File: src/rtl/alu_exec_if.sv
// Launch/operand/result bundle for alu_exec.
// The sequencer side drives the launch fields and the ALU answers on the rest.
interface alu_exec_if #(
   parameter int WIDTH = 16
);
   logic             start;
   logic [3:0]       aluCnt;
   logic [WIDTH-1:0] opA;
   logic [WIDTH-1:0] opB;
   logic             flush;
   logic [WIDTH-1:0] result;
   logic [WIDTH-1:0] hi;
   logic             zero;
   logic             busy;
   logic             done;
   logic             err;

   modport master (
      output start, aluCnt, opA, opB, flush,
      input  result, hi, zero, busy, done, err
   );

   modport slave (
      input  start, aluCnt, opA, opB, flush,
      output result, hi, zero, busy, done, err
   );
endinterface

File: src/rtl/alu_exec.sv
// Execute-stage ALU: single-cycle logic/arith ops plus iterative shift-add
// multiply and restoring divide that each take WIDTH cycles.
module alu_exec #(
   parameter int WIDTH = 16
) (
   input  logic       clk,
   input  logic       rst,
   alu_exec_if.slave  bus
);
   localparam int CW = $clog2(WIDTH) + 1;

   localparam logic [3:0] OP_ADD   = 4'b0000;
   localparam logic [3:0] OP_SUB   = 4'b0001;
   localparam logic [3:0] OP_PASSB = 4'b0010;
   localparam logic [3:0] OP_AND   = 4'b0011;
   localparam logic [3:0] OP_OR    = 4'b0100;
   localparam logic [3:0] OP_XOR   = 4'b0101;
   localparam logic [3:0] OP_NOR   = 4'b0110;
   localparam logic [3:0] OP_SLT   = 4'b0111;
   localparam logic [3:0] OP_MUL   = 4'b1100;
   localparam logic [3:0] OP_DIV   = 4'b1110;

   typedef enum logic [1:0] {S_IDLE, S_MUL, S_DIV} state_t;

   state_t             state_q, state_d;
   logic [CW-1:0]      cnt_q;
   logic [WIDTH-1:0]   opnd_q;
   // {hi half, lo half}: product/multiplier for MUL, remainder/quotient for DIV
   logic [2*WIDTH-1:0] acc_q;
   logic [WIDTH-1:0]   result_q, hi_q;
   logic               zero_q, done_q, err_q;

   logic               launch, last, is_mul, is_div_iter;
   logic               busy;
   logic [WIDTH-1:0]   alu_r, alu_h;
   logic               alu_e;
   logic [WIDTH:0]     mul_sum, div_shift, div_diff;
   logic [2*WIDTH-1:0] mul_next, div_next, step_next;

   assign launch      = bus.start && !bus.flush && (state_q == S_IDLE);
   assign is_mul      = (bus.aluCnt == OP_MUL);
   assign is_div_iter = (bus.aluCnt == OP_DIV) && (bus.opB != '0);
   assign last        = (cnt_q == CW'(WIDTH - 1));

   always_ff @(posedge clk or negedge rst) begin
      if (!rst) state_q <= S_IDLE;
      else      state_q <= state_d;
   end

   always_comb begin
      state_d = state_q;
      case (state_q)
         S_IDLE: begin
            if (launch && is_mul)           state_d = S_MUL;
            else if (launch && is_div_iter) state_d = S_DIV;
         end
         S_MUL, S_DIV: if (bus.flush || last) state_d = S_IDLE;
         default: state_d = S_IDLE;
      endcase
   end

   always_comb begin
      // NOTE: every combinational output gets a default first so no path
      // through the case statements can leave a latch behind.
      busy  = (state_q != S_IDLE);
      alu_r = '0;
      alu_h = '0;
      alu_e = 1'b0;
      case (bus.aluCnt)
         OP_ADD:   alu_r = bus.opA + bus.opB;
         OP_SUB:   alu_r = bus.opA - bus.opB;
         OP_PASSB: alu_r = bus.opB;
         OP_AND:   alu_r = bus.opA & bus.opB;
         OP_OR:    alu_r = bus.opA | bus.opB;
         OP_XOR:   alu_r = bus.opA ^ bus.opB;
         OP_NOR:   alu_r = ~(bus.opA | bus.opB);
         OP_SLT:   alu_r = ($signed(bus.opA) < $signed(bus.opB)) ? WIDTH'(1) : '0;
         OP_MUL:   alu_r = '0;
         OP_DIV: begin
            // only reaches the outputs for a zero divisor
            alu_r = '1;
            alu_h = bus.opA;
            alu_e = 1'b1;
         end
         default:  alu_e = 1'b1;
      endcase

      mul_sum   = {1'b0, acc_q[2*WIDTH-1:WIDTH]} + (acc_q[0] ? {1'b0, opnd_q} : '0);
      mul_next  = {mul_sum, acc_q[WIDTH-1:1]};
      div_shift = {acc_q[2*WIDTH-1:WIDTH], acc_q[WIDTH-1]};
      div_diff  = div_shift - {1'b0, opnd_q};
      div_next  = div_diff[WIDTH] ? {div_shift[WIDTH-1:0], acc_q[WIDTH-2:0], 1'b0}
                                  : {div_diff[WIDTH-1:0],  acc_q[WIDTH-2:0], 1'b1};
      step_next = (state_q == S_MUL) ? mul_next : div_next;
   end

   // NOTE: sequential state uses non-blocking assignments so every register
   // samples the pre-edge values regardless of statement order.
   always_ff @(posedge clk or negedge rst) begin
      // NOTE: every register, including the scratch operand/counter, has a
      // reset value so an abandoned operation leaves nothing behind.
      if (!rst) begin
         cnt_q    <= '0;
         opnd_q   <= '0;
         acc_q    <= '0;
         result_q <= '0;
         hi_q     <= '0;
         zero_q   <= 1'b1;
         done_q   <= 1'b0;
         err_q    <= 1'b0;
      end else begin
         done_q <= 1'b0;
         if (state_q == S_IDLE) begin
            if (launch) begin
               cnt_q <= '0;
               if (is_mul) begin
                  acc_q  <= {{WIDTH{1'b0}}, bus.opB};
                  opnd_q <= bus.opA;
               end else if (is_div_iter) begin
                  acc_q  <= {{WIDTH{1'b0}}, bus.opA};
                  opnd_q <= bus.opB;
               end else begin
                  result_q <= alu_r;
                  hi_q     <= alu_h;
                  zero_q   <= (alu_r == '0);
                  err_q    <= alu_e;
                  done_q   <= 1'b1;
               end
            end
         end else if (!bus.flush) begin
            acc_q <= step_next;
            cnt_q <= cnt_q + 1'b1;
            if (last) begin
               cnt_q    <= '0;
               result_q <= step_next[WIDTH-1:0];
               hi_q     <= step_next[2*WIDTH-1:WIDTH];
               zero_q   <= (step_next[WIDTH-1:0] == '0);
               err_q    <= 1'b0;
               done_q   <= 1'b1;
            end
         end else begin
            cnt_q <= '0;
         end
      end
   end

   assign bus.result = result_q;
   assign bus.hi     = hi_q;
   assign bus.zero   = zero_q;
   assign bus.busy   = busy;
   assign bus.done   = done_q;
   assign bus.err    = err_q;
endmodule

File: src/flat_wrapper.sv
// flat-port wrapper written by rule: the top's interface ports become plain ports
module alu_exec_flat 
#(
   parameter int WIDTH = 16
)
  (clk, rst, bus_start, bus_aluCnt, bus_opA, bus_opB, bus_flush, bus_result, bus_hi, bus_zero, bus_busy, bus_done, bus_err);
  alu_exec_if #(.WIDTH(WIDTH)) bus_i ();
  input  logic clk;
  input  logic rst;
  input wire logic [$bits(bus_i.start)-1:0] bus_start;
  input wire logic [$bits(bus_i.aluCnt)-1:0] bus_aluCnt;
  input wire logic [$bits(bus_i.opA)-1:0] bus_opA;
  input wire logic [$bits(bus_i.opB)-1:0] bus_opB;
  input wire logic [$bits(bus_i.flush)-1:0] bus_flush;
  output wire logic [$bits(bus_i.result)-1:0] bus_result;
  output wire logic [$bits(bus_i.hi)-1:0] bus_hi;
  output wire logic [$bits(bus_i.zero)-1:0] bus_zero;
  output wire logic [$bits(bus_i.busy)-1:0] bus_busy;
  output wire logic [$bits(bus_i.done)-1:0] bus_done;
  output wire logic [$bits(bus_i.err)-1:0] bus_err;
  assign bus_i.start = bus_start;
  assign bus_i.aluCnt = bus_aluCnt;
  assign bus_i.opA = bus_opA;
  assign bus_i.opB = bus_opB;
  assign bus_i.flush = bus_flush;
  assign bus_result = bus_i.result;
  assign bus_hi = bus_i.hi;
  assign bus_zero = bus_i.zero;
  assign bus_busy = bus_i.busy;
  assign bus_done = bus_i.done;
  assign bus_err = bus_i.err;
  alu_exec #(.WIDTH(WIDTH)) u_core (.clk(clk), .rst(rst), .bus(bus_i));
endmodule
File: config.mk
export PLATFORM = sky130hd
export DESIGN_NAME = alu_exec_flat
export DESIGN_NICKNAME = d
export VERILOG_FILES = /design/src/rtl/alu_exec_if.sv /design/src/rtl/alu_exec.sv /design/src/flat_wrapper.sv
export SDC_FILE = /design/constraint.sdc
export NUM_CORES = 1
export LEC_CHECK = 0
export CORE_UTILIZATION = 40
export CTS_CLUSTER_DIAMETER = 150
export CTS_CLUSTER_SIZE = 24
export DETAILED_ROUTE_END_ITERATION = 12
export PLACE_DENSITY_LB_ADDON = 0.05
export REMOVE_ABC_BUFFERS = 1
export SYNTH_ARGS = -nofsm -noshare
export SYNTH_HDL_FRONTEND = slang
export SYNTH_SLANG_ARGS = --single-unit
File: constraint.sdc
create_clock -name clk -period 9 [get_ports clk]
set_clock_uncertainty 0.2 [all_clocks]
set_input_delay 1.8 -clock clk [delete_from_list [all_inputs] [get_ports clk]]
set_output_delay 1.8 -clock clk [all_outputs]
set_load 0.02 [all_outputs]
==> results of run 1 <==
==> worst max-delay path: cells and delay by family <==
family                 cells  cell delay (ps)
buffers and inverters      3             1190
multiplexers               1              420
AO/OA/AOI/OAI              2             1200
AND/OR/NAND/NOR            3             1270
==> cell usage in the layout, fill, tap and decap left out, drive strengths merged, types with 21 or more instances in the layout <==
| cell | instances |
|---|---|
| a21oi | 91 |
| nand2 | 137 |
| nor2 | 96 |
| inv | 77 |
| o21ai | 89 |
| mux2i | 26 |
| a21o | 40 |
| clkdlybuf4s50 | 73 |
| a211oi | 45 |
| nor3 | 21 |
| dfrtp | 89 |
| and2 | 33 |
| ha | 83 |
==> cell usage after synthesis, types with 7 or more instances <==
cell type	n	area share
a21boi_0	9	0.0069
xnor2_1	13	0.012
a21oi_1	91	0.046
or4_1	7	0.0053
dfrtp_1	89	0.23
a211o_1	10	0.0089
a31oi_1	15	0.0096
nor3_1	21	0.011
o31ai_1	17	0.013
nor4_1	10	0.0064
and3_1	8	0.0051
xor2_1	8	0.0071
o22ai_1	8	0.0051
a21o_1	40	0.031
buf_2	8	0.0041
nor2b_1	19	0.012
a22oi_1	15	0.011
mux2_2	9	0.010
nor2_1	96	0.037
or3_1	7	0.0045
mux2i_1	26	0.026
or2_2	14	0.0089
o21bai_1	7	0.0053
inv_1	77	0.029
nand3_1	17	0.0087
a311oi_1	20	0.018
a211oi_1	45	0.034
o21a_1	13	0.0099
o211ai_1	10	0.0076
ha_1	83	0.11
o221ai_1	9	0.0080
a221o_1	7	0.0071
o21ai_0	86	0.044
nand2b_1	17	0.011
and2_1	33	0.021
clkbuf_1	67	0.026
nand2_1	137	0.052
==> routing by layer <==
| metal | global-route usage | vias up | share of wire |
|---|---|---|---|
| met5 | 0 | - | 0 |
| met4 | 0.08385 | 0 | 0.024 |
| met3 | 0.02142 | 47 | 0.040 |
| met2 | 0.4332 | 256 | 0.46 |
| met1 | 0.3789 | 4749 | 0.47 |
| li1 | - | 4763 | - |
==> where the power goes <==
part           internal [W]  leakage [nW]  switching [W]
clock network      0.000215         0.132       0.000160
registers          0.000581          1.13       0.000204
logic              0.000938          3.63        0.00137
==> area by class of cell <==
type / count / area, µm²
timing repair buffer: 91 / 863.3
tap: 319 / 399.1
multi-input combinational: 1027 / 6994
clock inverter: 4 / 53.80
clock buffer: 11 / 232.7
sequential: 90 / 2253
fill: 2399 / 12650
inverter: 81 / 304.0
==> worst max path at each step <==
stage | slack, ps | start | endpoint | cells after the start
2_1_floorplan | 4110 | u_core.state_q[0] | u_core.bus.zero | 9
3_3_place_gp | 2700 | bus_opB[14] | u_core.acc_q[28] | 8
3_5_place_dp | 2730 | bus_aluCnt[3] | u_core.acc_q[29] | 9
4_1_cts | 3090 | bus_aluCnt[3] | u_core.acc_q[28] | 9
5_1_grt | 2790 | bus_aluCnt[3] | u_core.acc_q[29] | 9
6_report | 3140 | bus_aluCnt[3] | u_core.acc_q[28] | 9
==> through the flow <==
| stage | hold WS, ps | total power (W) | cells | area [µm²] |
|---|---|---|---|---|
| CTS | 282.2 | 0.003455 | 1623 | 11100 |
| finish | 275.1 | 0.003464 | 1623 | 11100 |
| global route | 291.3 | 0.003748 | 1623 | 11100 |
| detailed placement | 267.5 | 0.003063 | 1608 | 10810 |
| global placement | 261.8 | 0.003070 | 1608 | 10810 |
| floorplan | 256.4 | 0.002307 | 1198 | 9514 |
==> cells by family (layout without fill, tap and decap cells) <==
kind of cell,count (synthesis),count (layout),share of synthesized area
buffers and inverters,160,187,0.06253
AO/OA/AOI/OAI,476,476,0.3367
AND/OR/NAND/NOR,407,407,0.1997
flip-flops,90,90,0.2294
adder cells (fa/ha/maj),87,87,0.1139
multiplexers,36,36,0.03910
XOR/XNOR,21,21,0.01872
==> state kept, by name (all words and copies together), names as in the netlist <==
register and flops:
u_core.acc_q 32, u_core.bus.done 1, u_core.bus.err 1, u_core.bus.hi 16, u_core.bus.result 16, u_core.bus.zero 1, u_core.cnt_q 5, u_core.opnd_q 16
u_core.state_q 2
==> results by group, run 1 <==
Run status
  – Status: finished, final reports clean

Critical path
  – CP Class: primary input to flip-flop
  – Crit path top cell by count: nor2_1
  – R2R Path Start: u_core.acc_q[15]
  – Reg2reg path depth: 14
  – CP max stage cell: o21ai_1
  – Worst EP arrival: 5890 ps
  – Max incr delay on CP: 920 ps
  – FF-to-FF End: u_core.bus.result[0]
  – Setup crit end kind: flip-flop
  – CP cell instances: clkdlybuf4s50_1 -> buf_4 -> clkinv_1 -> nor2_1 -> o21ai_0 -> nor2_1 -> nand2_1 -> o21ai_1 -> mux2_2
  – Required @ worst endpoint: 9030 ps
  – R2r setup slk: 4460 ps
  – Worst Path Max Fanout: 33
  – Critical Path Start Type: primary input

STA
  – Period utilization: 0.6511
  – Min setup slack post-route: 3140 ps
  – Final min period: 5860 ps
  – Slew HR: 0.1723
  – Final setup viols: 0
  – Fmax: 170.6 MHz
  – Slew Viols, Final: 0
  – TNS Setup: 0 ps
  – Final number of hold-violating endpoints: 0
  – RSZ-0062 raised after global routing: no
  – Worst slew pin tran: 1235 ps

Clock network
  – Cts repair resizes: 0
  – Clk Latency, worst-skew pair: 340 ps
  – CTS tree: done
  – Clock Sinks: 90
  – Num CTS Buffers: 9
  – # hold bufs at CTS: 0
  – CTS root buf: clkbuf_16
  – CTS Buffer Depth: 2
  – CTS clock-pin slew for the worst setup and hold paths: 70 ps
  – Post-CTS setup buffers: 0
  – H-tree Lvls: 3

Die
  – Die area: 0.02519 mm²
  – Row cnt: 56
  – Core region area: 0.02375 mm²
  – Die height: 158.7 µm
  – I/O pin count: 76
  – Initial Utilization: 0.4136
  – Die width: 158.7 µm

Yosys
  – Mapped cell area: 0.009824 mm²
  – Mapped Cells: 1,277
  – Sequential fraction of the synthesis area: 0.2294
  – Synthesized area per cell: 7.693 µm²
  – Yosys warnings: 0
  – Synth Flop Type: dfrtp_1
  – EDFF count, synth: 0
  – Post-synthesis cell type count: 84
  – Synth Register Bits: 90
  – Post-synth ARST share: 1.000

Cells and area
  – Post-Route Utilization: 0.4673
  – Diode count: 0
  – Fin nets: 1,427
  – Layout cells sized above 1: 0.05598
  – Area delta synth->final: 12.99%

Power and ir drop
  – PD cells: 312.0 mW/mm²
  – VDD IR max: 0.1762 mV
  – Pleak: 4.894 nW

Flow run
  – Max-Cap Viols: 0

GRT
  – Congestion Overflow GR: 0
  – Largest net degree at the start of global routing: 64
  – Vias in the first global route: 9,152
  – Initial antenna violation count: 0
  – First-pass GRT wire length: 53,720 µm
  – Total GRT Usage: 0.2688

Placed design
  – GPL Wtd Cong: 0.9586
  – Input/output buffers: 75
  – Final HPWL DP: 26,190 µm
  – Pre-CTS setup slack: 2733 ps

Routing
  – Residual DRC: 0
  – Post-DR vias/cell: 6.047
  – TritonRoute pass-1 iters: 5
  – Detailed Route Iter0 Violations: 838
  – WL/cell: 20.96 µm
  – DR vias: 9,815
  – Post-DRT Antenna Nets: 0
  – WL final: 34,020 µm

Min path
  – WHS Endpoint: u_core.bus.err
  – HP Start: u_core.bus.err
  – Hold crit path type: flip-flop to flip-flop
  – Hold Path Depth: 2
(Power assumes the default switching activity.)
==> inputs of run 2 (changes only) <==
Clock period 9 ns to 5.44 ns, I/O delays scaled along.
==> results by group, run 2 (synthesized netlist as in run 1, its figures left out) <==
Run status
  – Status: finished, final reports clean

Placed design
  – Placed Cells: 1,629 (+1.3%)
  – Input/output buffers: 75 (unchanged)
  – Final HPWL DP: 27,220 µm (+3.9%)
  – GPL Wtd Cong: 0.9140 (-4.7%)

GRT
  – First-pass GRT wire length: 55,190 µm (+2.7%)
  – Vias in the first global route: 9,568 (+4.5%)
  – Congestion Overflow GR: 0 (unchanged)
  – Total GRT Usage: 0.2765 (+0.007628)
  – Largest net degree at the start of global routing: 59 (-7.8%)
  – Initial antenna violation count: 0 (unchanged)

STA
  – Hold slack: 281.3 ps (+6.176 ps)
  – Slew Viols, Final: 0 (unchanged)
  – Final setup viols: 0 (unchanged)
  – RSZ-0062 raised after global routing: no
  – Slew HR: 0.3795 (+0.2072)
  – Final number of hold-violating endpoints: 0 (unchanged)
  – TNS Setup: 0 ps (unchanged)
  – Final min period: 4780 ps
  – Period utilization: 0.8787
  – Fmax: 209.2 MHz
  – Worst slew pin tran: 930.7 ps (-304.1 ps)

Routing
  – DR vias: 9,830 (+0.15%)
  – TritonRoute pass-1 iters: 5 (unchanged)
  – Residual DRC: 0 (unchanged)
  – Detailed Route Iter0 Violations: 720 (-14%)
  – WL final: 34,950 µm (+2.7%)
  – WL/cell: 21.24 µm (+1.3%)
  – Post-DR vias/cell: 5.976 (-1.2%)
  – Post-DRT Antenna Nets: 0 (unchanged)

Critical path
  – Worst EP arrival: 4820 ps (-1070 ps)
  – R2r setup slk: 1060 ps (-3400 ps)
  – Critical Path Start Type: primary input
  – Worst Path Max Fanout: 7 (-79%)
  – CP Class: primary input to flip-flop
  – Setup crit end kind: flip-flop
  – Required @ worst endpoint: 5480 ps (-3550 ps)

Clock network
  – CTS Buffer Depth: 2 (unchanged)
  – H-tree Lvls: 3 (unchanged)
  – # hold bufs at CTS: 0 (unchanged)
  – CTS tree: done
  – Clk Latency, worst-skew pair: 340 ps (about the same)
  – Num CTS Buffers: 9 (unchanged)
  – CTS clock-pin slew for the worst setup and hold paths: 70 ps (about the same)
  – Cts repair resizes: 0 (unchanged)
  – CTS root buf: clkbuf_16
  – Post-CTS setup buffers: 0 (unchanged)
  – Clock Sinks: 90 (unchanged)

Die
  – I/O pin count: 76 (unchanged)
  – Die width: 158.7 µm (unchanged)
  – Die area: 0.02519 mm² (unchanged)
  – Core region area: 0.02375 mm² (unchanged)
  – Die height: 158.7 µm (unchanged)
  – Row cnt: 56 (unchanged)
  – Initial Utilization: 0.4136 (unchanged)

Cells and area
  – Largest Register: u_core.acc_q
  – Most frequent cells in the layout: nand2_1, nor2_1, a21oi_1, dfrtp_1, o21ai_0
  – Number of flip-flops under the largest register name: 32 (unchanged)
  – Fin nets: 1,448 (+1.5%)
  – Layout cells sized above 1: 0.07240 (+0.01642)
  – Post-route insts no fill: 1,645 (+1.4%)
  – Area delta synth->final: 14.89%
  – Commonest non-fill, non-tap cell in the layout: nand2_1
  – Diode count: 0 (unchanged)

Flow run
  – Max-Cap Viols: 0 (unchanged)

Power and ir drop
  – Pleak: 5.015 nW (+2.5%)
  – VDD IR max: 0.4586 mV (+160%)
  – PD cells: 509.4 mW/mm² (+63%)

Min path
  – Hold crit path type: flip-flop to flip-flop
==> run 2: cell types whose count changed in the layout (fill, tap and decap cells not counted), sizes merged <==
cell,delta
inv,+1
clkbuf,-1
clkinv,+2
buf,+21
clkinvlp,-1
==> run 2: worst paths after layout <==
kind | from | end | cells past startpoint
worst max-delay path | bus_opB[0] | u_core.bus.zero | 12
worst min-delay path | u_core.bus.result[1] | u_core.bus.result[1] | 1
worst max register to register | u_core.acc_q[15] | u_core.bus.hi[5] | 13
worst min register to register | u_core.bus.result[1] | u_core.bus.result[1] | 1
max in group asynchronous | rst | u_core.bus.hi[12] | 2
min in group asynchronous | rst | u_core.bus.result[5] | 1
==> run 2: area by class of cell <==
class / count / area (µm²)
multi-input combinational: 1027 / 7003
clock buffer: 10 / 229.0
timing repair buffer: 112 / 1033
clock inverter: 6 / 65.06
inverter: 81 / 304.0
sequential: 90 / 2253
fill: 2422 / 12470
tap: 319 / 399.1
==> run 2: worst max-delay path, cell delays in order <==
cell and delay, ps:
clkdlybuf4s50_1 550, ha_1 320, fa_1 420, a211o_1 310
a211o_1 330, a41o_1 270, a221o_1 290, a222oi_1 400
nand2_1 110, nor4_2 240, nand4_1 150, o41ai_2 320
==> run 2: metrics by stage <==
step	cell area, µm²	power, W	util	setup WS (ps)
final	11290	0.005750	0.4752	660.0
after global routing	11290	0.006195	0.4752	444.9
after CTS	11290	0.005755	0.4752	708.6
after detailed placement	10990	0.005095	0.4628	383.1
after global placement	10990	0.005084	0.4628	467.8
after floorplan	9514	0.003817	-	546.2
==> run 2: routing by layer <==
layer	GRT usage	vias to the layer above	routed length, µm
met3	0.02482	42	1405
met4	0.08429	0	913
met5	0	-	0
li1	-	4816	-
met1	0.3725	4710	16010
met2	0.4655	262	16620
==> run 2: power breakdown <==
| part | internal (W) | total, W | switching [W] |
|---|---|---|---|
| registers | 0.000960 | 0.00129 | 0.000331 |
| logic | 0.00156 | 0.00382 | 0.00226 |
| clock network | 0.000358 | 0.000635 | 0.000277 |
| total | 0.00288 | 0.00575 | 0.00287 |
==> inputs of run 3 (changes only) <==
Clock period 5.44 ns to 4.1 ns, I/O delays scaled along.
==> results by group, run 3 (synthesized netlist as in run 1, its figures left out) <==
Die
  – Initial Utilization: 0.4136 (unchanged)
  – Row cnt: 56 (unchanged)
  – Die height: 158.7 µm (unchanged)
  – I/O pin count: 76 (unchanged)
  – Core region area: 0.02375 mm² (unchanged)
  – Die width: 158.7 µm (unchanged)
  – Die area: 0.02519 mm² (unchanged)

Min path
  – Hold crit path type: flip-flop to flip-flop
  – HP Start: u_core.bus.result[11]

Critical path
  – Worst EP arrival: 4080 ps (-740 ps)
  – Max incr delay on CP: 400 ps (-150 ps)
  – Top Family by Delay on Critical Path: compound AO/OA/AOI/OAI gates
  – CP max stage cell: fa_2
  – Setup crit end kind: flip-flop
  – R2R Path Start: u_core.opnd_q[0]
  – Critical Path Start Type: primary input
  – CP Class: primary input to flip-flop
  – CP cell instances: dlygate4sd2_1 -> ha_2 -> fa_2 -> a211o_1 -> a211o_1 -> a41o_1 -> a221o_1 -> a222oi_1 -> buf_4 -> buf_4 -> buf_4 -> buf_4 -> buf_4 -> buf_4 -> buf_4 -> a211oi_2 -> a21o_1
  – Critical path origin: bus_opA[0]
  – Worst Path Max Fanout: 3 (-4)
  – Crit path top cell by count: buf_4
  – CP Buf/Inv Count: 8 (+7)
  – Required @ worst endpoint: 4140 ps (-1340 ps)

Routing
  – Post-DRT Antenna Nets: 0 (unchanged)
  – TritonRoute pass-1 iters: 6 (+1)
  – WL final: 36,440 µm (+4.3%)
  – WL/cell: 20.42 µm (-3.9%)
  – DR vias: 10,440 (+6.2%)
  – Detailed Route Iter0 Violations: 786 (+9.2%)
  – Post-DR vias/cell: 5.850 (-2.1%)
  – Residual DRC: 0 (unchanged)

Cells and area
  – Largest Register: u_core.acc_q
  – Most frequent cells in the layout: buf_4, nand2_1, nor2_1, a21oi_1, dfrtp_1
  – Fin nets: 1,588 (+9.7%)
  – Fillers: 2,315 (-4.4%)
  – Area delta synth->final: 27.14%
  – Commonest non-fill, non-tap cell in the layout: buf_4
  – Number of flip-flops under the largest register name: 32 (unchanged)
  – Diode count: 0 (unchanged)
  – Layout cells sized above 1: 0.1719 (+0.09950)
  – Post-route insts no fill: 1,785 (+8.5%)

Power and ir drop
  – Clk pwr share: 0.112 (+0.002)
  – NetSw: 0.003942 W (+37%)
  – VDD IR max: 0.4187 mV (-8.7%)
  – Pleak: 5.743 nW (+15%)
  – Switching Fraction: 0.4852 (-0.01396)
  – Internal: 0.004184 W (+45%)
  – Comb power frac: 0.681 (+0.016)
  – PD cells: 650.6 mW/mm² (+28%)
  – Seq pwr share: 0.207 (-0.018)

Flow run
  – Max-Cap Viols: 0 (unchanged)

Placed design
  – GPL Wtd Cong: 0.8904 (-2.6%)
  – Input/output buffers: 75 (unchanged)
  – Placed Cells: 1,758 (+7.9%)
  – Final HPWL DP: 28,750 µm (+5.6%)

STA
  – Final setup viols: 0 (unchanged)
  – Fmax: 247.9 MHz
  – Worst slew pin tran: 1059 ps (+128.2 ps)
  – Period utilization: 0.9840
  – Final number of hold-violating endpoints: 0 (unchanged)
  – Slew Viols, Final: 0 (unchanged)
  – Hold slack: 280.0 ps (-1.325 ps)
  – Slew HR: 0.2941 (-0.08544)
  – RSZ-0062 raised after global routing: yes
  – Final min period: 4034 ps

Clock network
  – CTS clock-pin slew for the worst setup and hold paths: 70 ps (about the same)
  – H-tree Lvls: 3 (unchanged)
  – Clock Sinks: 90 (unchanged)
  – Num CTS Buffers: 9 (unchanged)
  – CTS root buf: clkbuf_16
  – Clk Latency, worst-skew pair: 350 ps (about the same)
  – # hold bufs at CTS: 0 (unchanged)
  – CTS Buffer Depth: 2 (unchanged)
  – CTS tree: done

GRT
  – Initial antenna violation count: 0 (unchanged)
  – First-pass GRT wire length: 56,430 µm (+2.2%)
  – Total GRT Usage: 0.2837 (+0.007208)
  – Largest net degree at the start of global routing: 78 (+32%)
  – Congestion Overflow GR: 0 (unchanged)
  – Vias in the first global route: 9,798 (+2.4%)

Run status
  – Status: finished, final reports clean
==> run 3: area by class of cell <==
type	count	area, µm²	area share
Inverter	81	304.0	0.02434
Clock inverter	6	91.34	0.007312
Multi-Input combinational cell	1027	7099	0.5684
Sequential cell	90	2253	0.1804
Clock buffer	10	229.0	0.01833
Timing Repair Buffer	252	2115	0.1693
Tap cell	319	399.1	0.03195
==> run 3: what timing repair did <==
action | 4_1_cts | 5_1_grt
setup buffers | 9 | 2
pin swaps | 12 | 10
endpoints found under the setup margin | 3 | 6
resized for setup | 9 | 17
==> run 3: metal layers <==
layer	share of wire	track usage
met1	0.46	0.3824
met2	0.48	0.4765
met3	0.034	0.02038
met4	0.029	0.09665
met5	0	0
==> run 3: worst paths after layout <==
kind / cells past startpoint / to / slack [ps]
setup / recovery: 17 / u_core.bus.result[8] / 70
hold reg to reg: 1 / u_core.bus.result[11] / 280
setup reg to reg: 13 / u_core.acc_q[31] / 290
max in group asynchronous: 2 / u_core.opnd_q[11] / 2410
min in group asynchronous: 1 / u_core.bus.result[5] / 440
hold / removal: 1 / u_core.bus.result[11] / 280
==> run 3: through the flow <==
| stage | util | TNS, ps | setup WS, ps | cell area [µm²] | power, W |
|---|---|---|---|---|---|
| 3_5_place_dp | 0.5043 | -2282 | -550.0 | 11980 | 0.007103 |
| 4_1_cts | 0.5215 | 0 | 3.857 | 12390 | 0.008068 |
| 3_3_place_gp | 0.5043 | -2103 | -500.9 | 11980 | 0.007075 |
| 5_1_grt | 0.5259 | -33.27 | -22.25 | 12490 | 0.008749 |
| 6_report | 0.5259 | 0 | 65.59 | 12490 | 0.008126 |
| 2_1_floorplan | - | -10800 | -793.8 | 9514 | 0.005064 |
==> run 3: power groups by stage <==
| stage | Sequential, W | Clock [W] | Combinational [W] |
|---|---|---|---|
| after floorplan | 0.00175 | 0 | 0.00332 |
| after global placement | 0.00169 | 0 | 0.00539 |
| final | 0.00169 | 0.000908 | 0.00553 |
| after global routing | 0.00173 | 0.000961 | 0.00606 |
| after detailed placement | 0.00169 | 0 | 0.00541 |
| after CTS | 0.00168 | 0.000920 | 0.00547 |
